`src/rtl/cms_ctrl_sequencer.sv`:
```
// Queues host control-register writes and replays each one to the monitoring block
// as a single setup / pulse / gap framed ctrl_write_enable strobe.
module cms_ctrl_sequencer #(
  parameter int unsigned ADDR_WIDTH   = 8,
  parameter int unsigned DATA_WIDTH   = 64,
  parameter int unsigned FIFO_DEPTH   = 4,
  parameter int unsigned SETUP_CYCLES = 1,
  parameter int unsigned PULSE_CYCLES = 2,
  parameter int unsigned GAP_CYCLES   = 1
) (
  input  logic                          clk,
  input  logic                          rst,
  input  logic                          cmd_valid,
  output logic                          cmd_ready,
  input  logic [ADDR_WIDTH-1:0]         cmd_addr,
  input  logic [DATA_WIDTH-1:0]         cmd_wdata,
  input  logic                          flush,
  output logic [ADDR_WIDTH-1:0]         ctrl_addr,
  output logic [DATA_WIDTH-1:0]         ctrl_wdata,
  output logic                          ctrl_write_enable,
  output logic                          busy,
  output logic [$clog2(FIFO_DEPTH):0]   fifo_level,
  output logic [15:0]                   issued_count
);

  localparam int unsigned PTR_W   = $clog2(FIFO_DEPTH);
  localparam int unsigned LVL_W   = PTR_W + 1;
  localparam int unsigned MAX_SP  = (SETUP_CYCLES > PULSE_CYCLES) ? SETUP_CYCLES : PULSE_CYCLES;
  localparam int unsigned MAX_CYC = (MAX_SP > GAP_CYCLES) ? MAX_SP : GAP_CYCLES;
  localparam int unsigned CNT_W   = $clog2(MAX_CYC + 1);

  typedef enum logic [1:0] {IDLE, SETUP, PULSE, GAP} state_t;

  state_t                  state;
  logic [CNT_W-1:0]        cnt;
  logic [ADDR_WIDTH-1:0]   mem_addr [FIFO_DEPTH];
  logic [DATA_WIDTH-1:0]   mem_data [FIFO_DEPTH];
  logic [PTR_W-1:0]        rd_ptr;
  logic [PTR_W-1:0]        wr_ptr;
  logic                    push;
  logic                    pop;
  logic                    not_empty;
  logic                    cnt_last;

  // A full queue refuses a push even if the head pops on the same edge.
  assign cmd_ready = (fifo_level != LVL_W'(FIFO_DEPTH)) & ~flush;
  assign push      = cmd_valid & cmd_ready;
  assign not_empty = (fifo_level != '0);
  assign cnt_last  = (cnt == CNT_W'(1));
  assign pop       = (state == PULSE) & cnt_last & ~flush;
  assign busy      = (state != IDLE) | not_empty;

  // Command storage; contents need no reset, pointers and level guard them.
  always_ff @(posedge clk) begin
    if (push) begin
      mem_addr[wr_ptr] <= cmd_addr;
      mem_data[wr_ptr] <= cmd_wdata;
    end
  end

  // Queue pointers and occupancy.
  always_ff @(posedge clk or posedge rst) begin
    if (rst) begin
      rd_ptr     <= '0;
      wr_ptr     <= '0;
      fifo_level <= '0;
    end else if (flush) begin
      rd_ptr     <= '0;
      wr_ptr     <= '0;
      fifo_level <= '0;
    end else begin
      if (push) wr_ptr <= wr_ptr + PTR_W'(1);
      if (pop)  rd_ptr <= rd_ptr + PTR_W'(1);
      case ({push, pop})
        2'b10:   fifo_level <= fifo_level + LVL_W'(1);
        2'b01:   fifo_level <= fifo_level - LVL_W'(1);
        default: fifo_level <= fifo_level;
      endcase
    end
  end

  // Write-pulse sequencer; one down-counter reloaded on every state entry.
  always_ff @(posedge clk or posedge rst) begin
    if (rst) begin
      state             <= IDLE;
      cnt               <= '0;
      ctrl_addr         <= '0;
      ctrl_wdata        <= '0;
      ctrl_write_enable <= 1'b0;
      issued_count      <= '0;
    end else begin
      case (state)
        IDLE: begin
          if (not_empty && !flush) begin
            state      <= SETUP;
            cnt        <= CNT_W'(SETUP_CYCLES);
            ctrl_addr  <= mem_addr[rd_ptr];
            ctrl_wdata <= mem_data[rd_ptr];
          end
        end
        SETUP: begin
          if (flush) begin
            state <= IDLE;
          end else if (cnt_last) begin
            state             <= PULSE;
            cnt               <= CNT_W'(PULSE_CYCLES);
            ctrl_write_enable <= 1'b1;
          end else begin
            cnt <= cnt - CNT_W'(1);
          end
        end
        PULSE: begin
          // The rising edge is already out, so an aborted pulse still counts.
          if (flush || cnt_last) begin
            state             <= GAP;
            cnt               <= CNT_W'(GAP_CYCLES);
            ctrl_write_enable <= 1'b0;
            issued_count      <= issued_count + 16'd1;
          end else begin
            cnt <= cnt - CNT_W'(1);
          end
        end
        GAP: begin
          if (cnt_last) begin
            if (not_empty && !flush) begin
              state      <= SETUP;
              cnt        <= CNT_W'(SETUP_CYCLES);
              ctrl_addr  <= mem_addr[rd_ptr];
              ctrl_wdata <= mem_data[rd_ptr];
            end else begin
              state <= IDLE;
            end
          end else begin
            cnt <= cnt - CNT_W'(1);
          end
        end
        default: state <= IDLE;
      endcase
    end
  end

endmodule

```
`config.mk`:
```
export PLATFORM = sky130hd
export DESIGN_NAME = cms_ctrl_sequencer
export DESIGN_NICKNAME = d
export VERILOG_FILES = /design/src/rtl/cms_ctrl_sequencer.sv
export SDC_FILE = /design/constraint.sdc
export NUM_CORES = 1
export LEC_CHECK = 0
export CORE_MARGIN = 2
export CORE_UTILIZATION = 30
export DETAILED_ROUTE_END_ITERATION = 8
export GPL_ROUTABILITY_DRIVEN = 0
export GPL_TIMING_DRIVEN = 0
export MAX_ROUTING_LAYER = met4
export PLACE_DENSITY = 0.55
export SYNTH_ARGS = -nofsm -noshare
export SYNTH_HDL_FRONTEND = slang
export SYNTH_SLANG_ARGS = --single-unit
```
`constraint.sdc`:
```
create_clock -name clk -period 3.2 [get_ports clk]
set_input_delay 0.48 -clock clk [delete_from_list [all_inputs] [get_ports clk]]
set_output_delay 0.48 -clock clk [all_outputs]
set_load 0.01 [all_outputs]
```
==> run metrics <==
hold_buf cts 0; Rel. slew slack 44.8%; met2 WL 15200 um; post-CTS resize count 0; largest family of logic cells by synthesized area multiplexers; Startpoint Class flip-flop; Peak Freq 0.416 GHz; clk sinks 388; sequential area share after synthesis 74.6%; met1 WL 14300 um; CP required 2.72 ns; fin crit share 75.2%; Post-Syn Area 15000 um2; Die Width 227 um; Hold Path Class in -> async; power per cell area 810 nW/um2; Netlist cell types 40; DR top layer met4; Initial DRT Pass Iterations 6; simple-gate area share of the yosys netlist 2.34%; Vias/cell 4.38; placed cell area 17600 um2; CTS H-tree lvls 2; slew of the pin with the lowest slew margin 0.828 ns; Final Non-Filler Cells 1606; CP arrival 1.93 ns; post-synth top area share 57.8%; I/O Buffers 168; Pins Over Slew Limit 0; number of nets in the layout 988; Yosys warnings 0; DRC 0; Root Driver clkbuf_16; status finished clean; Ports 170; latest clock arrival within the worst-skew pair 0.56 ns; Synth area leaders edfxtp_1 (58%), dfrtp_1 (17%), mux4_2 (11%); hpwl dp 18900 um; Mapped Cells 683; chip height 227 um; Clock Pin Slew Worst Setup and Hold Paths 0.06 ns; Worst Path Max Fanout 6; area grow syn2layout 27.2%; Max clock buf depth 3; ys async rst share 25.8%; global-route wire length before repair 48500 um; Starting Density 30.5%; die area 51600 um2; Final WS setup 0.793 ns; post-synthesis mux area share 18.5%; crit path kind reg -> out; post-synthesis xor/xnor area fraction 1.05%; Worst Skew 0.0141 ns; final non-filler cell area 19000 um2; Syn Nets 768; largest net degree at the start of global routing 58; Antenna Nets Post-Route 0; post-place setup slack 0.446 ns; layout cells sized above 1 26.5%; Critical Path Sink Type output pin; Tmin final 2.41 ns; Lkg Pwr 6.56 nW; antenna violations before repair 4; area leader, netlist edfxtp_1; MaxCap Viol Count 0; syn avg cell area 21.9 um2; Post-synth EDFFs 288; Rows 81; core area 49100 um2; vias 7040; grt total ovfl 0; setup TNS 0 ns; GRT Util Overall 13.3%; peak supply drop 431 uV; Synth Register Bits 388; Compound-Gate Fraction of Synth Area 0.770%; # Post-CTS Setup Buffers 0; initial drt markers 365; Final setup viols 0; Final Hold Vio Count 0; Synth top cells by count edfxtp_1 (288), dfrtp_1 (100), mux4_2 (72); DR WL met3 2030 um; placed cell count 1520; Num CTS Buffers 45; count leader, synth edfxtp_1; Top FF cell, synth edfxtp_1; vias in the first global route 7432; drt wl/cell 20.1 um; WL final 32300 um; Layout Utilization 38.8%; Adder-Cell Fraction of Synth Area 0.803%; unrepaired setup endpoints after global routing no; CTS tree yes
final cells by class:
type	instances	area [um2]
Fill cell	4539	30000
Sequential cell	388	11200
Multi-Input combinational cell	258	3510
Timing Repair Buffer	173	1820
Clock buffer	58	1210
Tap cell	664	831
Buffer	31	275
Clock inverter	24	174
Inverter	6	27.5
Antenna cell	4	10.0
per-stage QoR:
step	total power [mW]	hold WS [ns]
6_report	15.4	0.326
4_1_cts	15.7	0.305
3_5_place_dp	10.8	0.464
3_3_place_gp	10.7	0.462
5_1_grt	16.2	0.338
2_1_floorplan	8.96	0.508
critical path, cell delays in order, from the launching register on:
cell and delay [ns]:
dfrtp_1 0.46, nor3_2 0.30, nand2_1 0.10, clkdlybuf4s50_1 0.52
cell usage in the layout (no fill, tap or decap), types with 4 or more instances in the layout:
master | netlist | layout
edfxtp_1 | 288 | 288
clkdlybuf4s50_1 | 0 | 168
dfrtp_1 | 100 | 100
mux4_2 | 72 | 72
mux2_4 | 70 | 70
clkbuf_16 | 0 | 45
clkbuf_1 | 8 | 17
nor2_1 | 15 | 15
nand2_1 | 13 | 13
xnor2_1 | 13 | 13
o21ai_0 | 8 | 8
ha_1 | 8 | 8
buf_12 | 7 | 7
buf_2 | 6 | 6
nand4_1 | 6 | 6
buf_4 | 6 | 6
nand3_1 | 6 | 6
clkinv_2 | 0 | 6
clkinv_1 | 0 | 6
inv_1 | 6 | 5
xor2_1 | 5 | 5
inv_6 | 0 | 5
buf_16 | 0 | 5
diode_2 | 0 | 4
nand2b_1 | 4 | 4
mux2_2 | 4 | 4
and2_4 | 0 | 4
clkinvlp_4 | 0 | 4
clkbuf_8 | 0 | 4
final timing paths:
path | startpoint | endpoint | slack (ns) | depth (start not counted)
max reg2reg | cnt[0] | fifo_level[2] | 0.89 | 8
max | fifo_level[2] | busy | 0.79 | 3
min in group clk | flush | fifo_level[1] | 0.35 | 3
min reg2reg | issued_count[15] | issued_count[15] | 0.47 | 1
min | rst | ctrl_wdata[42] | 0.33 | 2
max in group asynchronous | rst | ctrl_wdata[0] | 2.13 | 3
cells by family after synthesis:
family	count (synthesis)
AOI/OAI and AO/OA	18
adders and majority gates	9
muxes	150
DFF	388
buffers and inverters	37
xor gates and xnor gates	18
and+or+nand+nor	63
report_power, final:
part	switching, mW	leakage, nW	internal, mW
Clock	2.05	0.672	2.77
Combinational	1.55	2.04	2.41
Sequential	0.446	3.84	6.18
Total	4.04	6.56	11.4
sequential cells by signal (all words and copies together), names as in the netlist, named ones only:
| signal | flops |
|---|---|
| wr_ptr | 2 |
| ctrl_wdata | 64 |
| ctrl_write_enable | 1 |
| fifo_level | 3 |
| mem_data | 256 |
| state | 1 |
| rd_ptr | 2 |
| issued_count | 16 |
| mem_addr | 32 |
| cnt | 2 |
| ctrl_addr | 8 |
layer usage:
layer / vias up / track usage, %
met2: 170 / 20.4
met5: - / -
met4: 0 / 4.43
li1: 3181 / -
met3: 50 / 3.69
met1: 3639 / 16.9
(Power assumes the default switching activity.)
